$ cat src/rtl/axis_pkt_arb_pkg.sv
// Shared types and widths for the two-requester AXI-Stream packet arbiter.
package axis_pkt_arb_pkg;

  // Encoded so that the grant states map directly onto the one-hot grant vector.
  typedef enum logic [1:0] {
    IDLE = 2'b00,
    GNT0 = 2'b01,
    GNT1 = 2'b10
  } arb_state_t;

  localparam int LEN_W = 16;
  localparam int SPT_W = 8;
  localparam int DPT_W = 8;

  // One-hot grant presented to the consumer; 00 while idle.
  function automatic logic [1:0] state_to_gnt(arb_state_t s);
    logic [1:0] g;
    g = 2'b00;
    case (s)
      GNT0:    g = 2'b01;
      GNT1:    g = 2'b10;
      default: g = 2'b00;
    endcase
    return g;
  endfunction

endpackage

$ cat src/rtl/axis_pkt_reg_slice.sv
// Single forward register stage for the merged stream: data, strobes, last
// and all sidebands are captured together so they always describe one beat.
module axis_pkt_reg_slice
  import axis_pkt_arb_pkg::*;
#(
  parameter int DAT_W = 256
) (
  input  logic               clk,
  input  logic               srst,
  input  logic               i_load,
  input  logic               i_ready,
  input  logic [DAT_W-1:0]   i_tdata,
  input  logic [DAT_W/8-1:0] i_tstrb,
  input  logic               i_tlast,
  input  logic [LEN_W-1:0]   i_len,
  input  logic [SPT_W-1:0]   i_spt,
  input  logic [DPT_W-1:0]   i_dpt,
  input  logic               i_err,
  output logic               o_tvalid,
  output logic [DAT_W-1:0]   o_tdata,
  output logic [DAT_W/8-1:0] o_tstrb,
  output logic               o_tlast,
  output logic [LEN_W-1:0]   o_len,
  output logic [SPT_W-1:0]   o_spt,
  output logic [DPT_W-1:0]   o_dpt,
  output logic               o_err
);

  logic               r_tvalid;
  logic [DAT_W-1:0]   r_tdata;
  logic [DAT_W/8-1:0] r_tstrb;
  logic               r_tlast;
  logic [LEN_W-1:0]   r_len;
  logic [SPT_W-1:0]   r_spt;
  logic [DPT_W-1:0]   r_dpt;
  logic               r_err;

  // Load a new beat when offered, otherwise drop valid once the consumer takes it;
  // the payload is only rewritten on a load, so it holds during back-pressure.
  always_ff @(posedge clk) begin
    if (srst) begin
      r_tvalid <= 1'b0;
      r_tdata  <= '0;
      r_tstrb  <= '0;
      r_tlast  <= 1'b0;
      r_len    <= '0;
      r_spt    <= '0;
      r_dpt    <= '0;
      r_err    <= 1'b0;
    end else if (i_load) begin
      r_tvalid <= 1'b1;
      r_tdata  <= i_tdata;
      r_tstrb  <= i_tstrb;
      r_tlast  <= i_tlast;
      r_len    <= i_len;
      r_spt    <= i_spt;
      r_dpt    <= i_dpt;
      r_err    <= i_err;
    end else if (i_ready) begin
      r_tvalid <= 1'b0;
    end
  end

  assign o_tvalid = r_tvalid;
  assign o_tdata  = r_tdata;
  assign o_tstrb  = r_tstrb;
  assign o_tlast  = r_tlast;
  assign o_len    = r_len;
  assign o_spt    = r_spt;
  assign o_dpt    = r_dpt;
  assign o_err    = r_err;

endmodule

$ cat src/rtl/axis_pkt_arbiter.sv
// Two-requester AXI-Stream packet arbiter with packet-granular round-robin
// grant and a single output register stage.
// Optional per-requester packet counters: define AXIS_PKT_ARB_STATS_EN.
module axis_pkt_arbiter
  import axis_pkt_arb_pkg::*;
#(
  parameter int DAT_W = 256
) (
  input  logic               ACLK,
  input  logic               ARESET,
  input  logic [DAT_W-1:0]   S0_AXIS_DAT_TDATA,
  input  logic [DAT_W/8-1:0] S0_AXIS_DAT_TSTRB,
  input  logic               S0_AXIS_DAT_TVALID,
  input  logic               S0_AXIS_DAT_TLAST,
  output logic               S0_AXIS_DAT_TREADY,
  input  logic [LEN_W-1:0]   S0_AXIS_LEN_TDATA,
  input  logic [SPT_W-1:0]   S0_AXIS_SPT_TDATA,
  input  logic [DPT_W-1:0]   S0_AXIS_DPT_TDATA,
  input  logic               S0_AXIS_ERR_TVALID,
  input  logic [DAT_W-1:0]   S1_AXIS_DAT_TDATA,
  input  logic [DAT_W/8-1:0] S1_AXIS_DAT_TSTRB,
  input  logic               S1_AXIS_DAT_TVALID,
  input  logic               S1_AXIS_DAT_TLAST,
  output logic               S1_AXIS_DAT_TREADY,
  input  logic [LEN_W-1:0]   S1_AXIS_LEN_TDATA,
  input  logic [SPT_W-1:0]   S1_AXIS_SPT_TDATA,
  input  logic [DPT_W-1:0]   S1_AXIS_DPT_TDATA,
  input  logic               S1_AXIS_ERR_TVALID,
  output logic [DAT_W-1:0]   M_AXIS_DAT_TDATA,
  output logic [DAT_W/8-1:0] M_AXIS_DAT_TSTRB,
  output logic               M_AXIS_DAT_TVALID,
  output logic               M_AXIS_DAT_TLAST,
  input  logic               M_AXIS_DAT_TREADY,
  output logic [LEN_W-1:0]   M_AXIS_LEN_TDATA,
  output logic [SPT_W-1:0]   M_AXIS_SPT_TDATA,
  output logic [DPT_W-1:0]   M_AXIS_DPT_TDATA,
  output logic               M_AXIS_ERR_TVALID,
  output logic [1:0]         M_AXIS_GNT
`ifdef AXIS_PKT_ARB_STATS_EN
  ,
  output logic [31:0]        PKT_CNT0,
  output logic [31:0]        PKT_CNT1
`endif
);

  arb_state_t r_state;
  arb_state_t w_state_next;
  logic       r_last_s1;   // 1: requester 1 was granted most recently
  logic       w_m_tvalid;
  logic       w_ld_ok;
  logic       w_sel1;
  logic       w_load;
  logic [1:0] w_tvalid;
  logic [1:0] w_tlast;
  logic [1:0] w_tready;
  logic [1:0] w_acc;
  logic [1:0] w_gnt;

  assign w_tvalid = {S1_AXIS_DAT_TVALID, S0_AXIS_DAT_TVALID};
  assign w_tlast  = {S1_AXIS_DAT_TLAST,  S0_AXIS_DAT_TLAST};
  // The output register can take a beat when empty or being drained this cycle.
  assign w_ld_ok  = !w_m_tvalid || M_AXIS_DAT_TREADY;

  // State register plus round-robin pointer, which moves when a grant is issued.
  always_ff @(posedge ACLK) begin
    if (ARESET) begin
      r_state   <= IDLE;
      r_last_s1 <= 1'b1;
    end else begin
      r_state <= w_state_next;
      if (r_state == IDLE && w_state_next != IDLE)
        r_last_s1 <= (w_state_next == GNT1);
    end
  end

  // Next-state decode and handshake outputs; grants only end on an accepted TLAST.
  always_comb begin
    w_state_next = r_state;
    w_tready     = 2'b00;
    w_gnt        = state_to_gnt(r_state);
    case (r_state)
      IDLE: begin
        if (w_tvalid[0] && w_tvalid[1])
          w_state_next = r_last_s1 ? GNT0 : GNT1;
        else if (w_tvalid[0])
          w_state_next = GNT0;
        else if (w_tvalid[1])
          w_state_next = GNT1;
      end
      GNT0: begin
        w_tready[0] = w_ld_ok;
        if (w_tvalid[0] && w_ld_ok && w_tlast[0])
          w_state_next = IDLE;
      end
      GNT1: begin
        w_tready[1] = w_ld_ok;
        if (w_tvalid[1] && w_ld_ok && w_tlast[1])
          w_state_next = IDLE;
      end
      default: w_state_next = IDLE;
    endcase
  end

  assign w_acc  = w_tvalid & w_tready;
  assign w_load = |w_acc;
  assign w_sel1 = (r_state == GNT1);

  assign S0_AXIS_DAT_TREADY = w_tready[0];
  assign S1_AXIS_DAT_TREADY = w_tready[1];
  assign M_AXIS_GNT         = w_gnt;
  assign M_AXIS_DAT_TVALID  = w_m_tvalid;

  axis_pkt_reg_slice #(
    .DAT_W (DAT_W)
  ) u_slice (
    .clk      (ACLK),
    .srst     (ARESET),
    .i_load   (w_load),
    .i_ready  (M_AXIS_DAT_TREADY),
    .i_tdata  (w_sel1 ? S1_AXIS_DAT_TDATA  : S0_AXIS_DAT_TDATA),
    .i_tstrb  (w_sel1 ? S1_AXIS_DAT_TSTRB  : S0_AXIS_DAT_TSTRB),
    .i_tlast  (w_sel1 ? S1_AXIS_DAT_TLAST  : S0_AXIS_DAT_TLAST),
    .i_len    (w_sel1 ? S1_AXIS_LEN_TDATA  : S0_AXIS_LEN_TDATA),
    .i_spt    (w_sel1 ? S1_AXIS_SPT_TDATA  : S0_AXIS_SPT_TDATA),
    .i_dpt    (w_sel1 ? S1_AXIS_DPT_TDATA  : S0_AXIS_DPT_TDATA),
    .i_err    (w_sel1 ? S1_AXIS_ERR_TVALID : S0_AXIS_ERR_TVALID),
    .o_tvalid (w_m_tvalid),
    .o_tdata  (M_AXIS_DAT_TDATA),
    .o_tstrb  (M_AXIS_DAT_TSTRB),
    .o_tlast  (M_AXIS_DAT_TLAST),
    .o_len    (M_AXIS_LEN_TDATA),
    .o_spt    (M_AXIS_SPT_TDATA),
    .o_dpt    (M_AXIS_DPT_TDATA),
    .o_err    (M_AXIS_ERR_TVALID)
  );

`ifdef AXIS_PKT_ARB_STATS_EN
  genvar gi;
  generate
    for (gi = 0; gi < 2; gi++) begin : g_cnt
      logic [31:0] r_pkt_cnt;
      // Count completed packets per requester; natural 32-bit wrap.
      always_ff @(posedge ACLK) begin
        if (ARESET)
          r_pkt_cnt <= '0;
        else if (w_acc[gi] && w_tlast[gi])
          r_pkt_cnt <= r_pkt_cnt + 32'd1;
      end
    end
  endgenerate

  assign PKT_CNT0 = g_cnt[0].r_pkt_cnt;
  assign PKT_CNT1 = g_cnt[1].r_pkt_cnt;
`endif

endmodule
$ cat config.mk
export PLATFORM = sky130hd
export DESIGN_NAME = axis_pkt_arbiter
export DESIGN_NICKNAME = d
export VERILOG_FILES = /design/src/rtl/axis_pkt_arb_pkg.sv /design/src/rtl/axis_pkt_reg_slice.sv /design/src/rtl/axis_pkt_arbiter.sv
export SDC_FILE = /design/constraint.sdc
export NUM_CORES = 1
export LEC_CHECK = 0
export BUFFER_PORTS_ARGS = -buffer_cell sky130_fd_sc_hd__buf_2
export CORE_AREA = 2 2 378 380
export DETAILED_ROUTE_END_ITERATION = 12
export DIE_AREA = 0 0 380 382
export PLACE_DENSITY_LB_ADDON = 0.12
export SLEW_MARGIN = 20
export SYNTH_ARGS = -nofsm -noshare
export SYNTH_HDL_FRONTEND = slang
export SYNTH_HIERARCHICAL = 1
export SYNTH_SLANG_ARGS = --single-unit
$ cat constraint.sdc
create_clock -name ACLK -period 2.4 [get_ports ACLK]
set_input_delay 0.12 -clock ACLK [delete_from_list [all_inputs] [get_ports ACLK]]
set_output_delay 0.12 -clock ACLK [all_outputs]
set_load 0.02 [all_outputs]
==> out/qor.txt <==
status: finished, final reports clean
Final #Nets: 4326
Detailed Route WL: 84800 um
critical-path cell list: nand2b_4 -> clkinv_8 -> buf_16 -> nand2_1 -> nand2_1 -> dlygate4sd3_1 -> mux2i_1 -> nor2_1
FILL cells: 16100
R2R Setup Slk: 0.07 ns
Hold WS: 0.0506 ns
drt wl/cell: 15.1 um
commonest non-fill, non-tap cell in the layout: buf_2
setup repair after global routing missed its margin: no
CP required: 2.88 ns
Cell Area, Synth: 15800 um^2
Worst setup EP type: flop
Crit path largest cell delay: 0.60 ns
Core Area: 141000 um^2
Site Rows: 138
#FFs+latches synth: 326
CTS Root Cell: clkbuf_16
Fin. Hold Viols: 0
CTS Sinks: 326
Synth top area share: 41.3%
Layout area overhead: 93.6%
maximum vdd ir drop: 0.408 mV
Slew HR: 56.2%
H-tree depth: 2
startpoint types: flop
first-pass GRT wire length: 123000 um
Finished Cell Area: 30600 um^2
DRC Markers: 0
CTS tree: yes
antenna-violating nets left: 0
Num CTS Buffers: 45
Slew Limit Fails: 0
placed cell areas: 22600 um^2
static leakage: 14.9 nW
Die W: 380 um
fmax: 429 MHz
CP max FO: 87
syn_nets: 2751
vias: 19100
Die Area: 145000 um^2
share of layout cells above drive strength 1: 29.7%
CTS Buffer Depth: 3
most used cell, CP: nand2_1
die height: 382 um
initial core utilization: 11.2%
port bufs: 975
Slew @ Worst Pin: 0.658 ns
pre-CTS setup slack: 0.281 ns
First DRT Iteration DRCs: 656
clk_lat worst skew: 0.60 ns
Final setup violation count: 0
fin util: 21.7%
clk slew on worst S/H paths: 0.06 ns
total track usage: 11.1%
Setup TNS: 0 ns
Synth Area per Inst: 7.52 um^2
family with the most delay on the worst path: buffers and inverters
Layout Skew: 0.0251 ns
PwrDens: 594 nW/um^2
synth warn: 6
most frequent cells in the layout: buf_2 (974), nand2_1 (968), dlygate4sd3_1 (645)
largest net degree at the start of global routing: 93
synth top area cells: dfxtp_1 (41%), nand2_1 (23%), mux2i_1 (20%)
unique cell type count in the Yosys netlist: 23
slowest stage cell, crit path: dlygate4sd3_1
Min-Delay Path Class: in2reg
post-route minimum period: 2.33 ns
worst setup margin: 0.0682 ns
Seq/Total Area, Yosys: 41.3%
power consumption: 18.2 mW
Placer Congestion: 0.844
WS Path Type: reg2reg
Crit path buffers/inverters: 3
placed cell count: 4871
antenna violations before repair: 9
number of vias per cell: 3.41
io pins: 976
drt pass-1 iters: 4
cell taking the most area after synthesis: dfxtp_1
critical path arrival: 2.81 ns
DP HPWL: 64500 um
Period Utilization, post-route: 97.2%
gr ovfl total: 0
max-cap violation count: 0
Synth Instances: 2102
vias in the first global route: 19800
Finished Layout Cells: 5609
==> final timing paths <==
| kind | startpoint | endpoint | cells past startpoint |
|---|---|---|---|
| worst min-delay path | S1_AXIS_DAT_TDATA[5] | u_slice/o_tdata[5] | 5 |
| worst min register to register | r_state[0] | r_state[1] | 1 |
| worst max register to register | r_state[0] | u_slice/o_tdata[255] | 8 |
| worst max-delay path | r_state[0] | u_slice/o_tdata[255] | 8 |
==> power breakdown <==
part	switching [mW]	internal [mW]	total (mW)
Sequential	0.192	5.81	6.00
Combinational	2.75	2.66	5.41
Clock	2.78	3.99	6.76
==> final cells by class <==
class                           count  area, um^2  area share, %
Sequential cell                   326        6530           21.3
Clock inverter                      9        62.6          0.204
Multi-Input combinational cell   1631        8200           26.8
Timing Repair Buffer             1671       12000           39.2
Clock buffer                       73        1400           4.59
Antenna cell                        7        17.5         0.0573
Inverter                            2        20.0         0.0654
Tap cell                         1890        2360           7.73
==> cell usage after synthesis <==
library cell	n
or3b_2	1
a211oi_1	1
a221o_1	1
buf_12	2
nand2_1	969
buf_8	1
mux2i_1	322
a21oi_1	2
inv_1	1
o21ai_0	1
nand2b_1	2
a22oi_1	1
nor2b_1	4
inv_4	1
nor4_1	1
buf_4	16
buf_1	5
buf_2	55
nor2_1	325
buf_6	50
clkbuf_1	14
dfxtp_1	326
and4b_1	1
==> kinds of logic (layout without fill, tap and decap cells) <==
kind of cell           count (synthesis)  after routing  synth area share (%)
AOI/OAI and AO/OA                      6              6                 0.253
DFF                                  326            326                  41.3
other                                  0              7                     0
muxes                                322            322                  20.4
and+or+nand+nor                     1303           1303                  31.1
buffers and inverters                145           1755                  6.93
==> worst min-delay path, cell delays in order <==
cell	delay, ns
buf_2	0.07
nand2_1	0.04
nand2_1	0.18
mux2i_1	0.11
nor2_1	0.07
==> sequential cells by signal, indices dropped and copies added (netlist names) <==
name / count
u_slice/o_tlast: 1
r_state: 2
r_last_s1: 1
u_slice/o_tstrb: 32
u_slice/o_tdata: 256
u_slice/o_tvalid: 1
u_slice/o_err: 1
u_slice/o_dpt: 8
u_slice/o_len: 16
u_slice/o_spt: 8
==> timing repair <==
action | CTS | global route
hold endpoints to repair | 324 | 0
gates resized for setup | 0 | 10
buffers inserted | 0 | 4
hold buffers | 645 | 0
setup endpoints to repair | 0 | 126
==> per-layer routing <==
layer	GRT usage, %	up-vias	wire length, um
met2	20.5	579	43400
met1	12.0	8707	33100
li1	-	9747	-
met3	2.81	114	5020
met5	0	-	13
met4	4.74	2	3220
No activity file was read; power rests on OpenSTA's default activity.
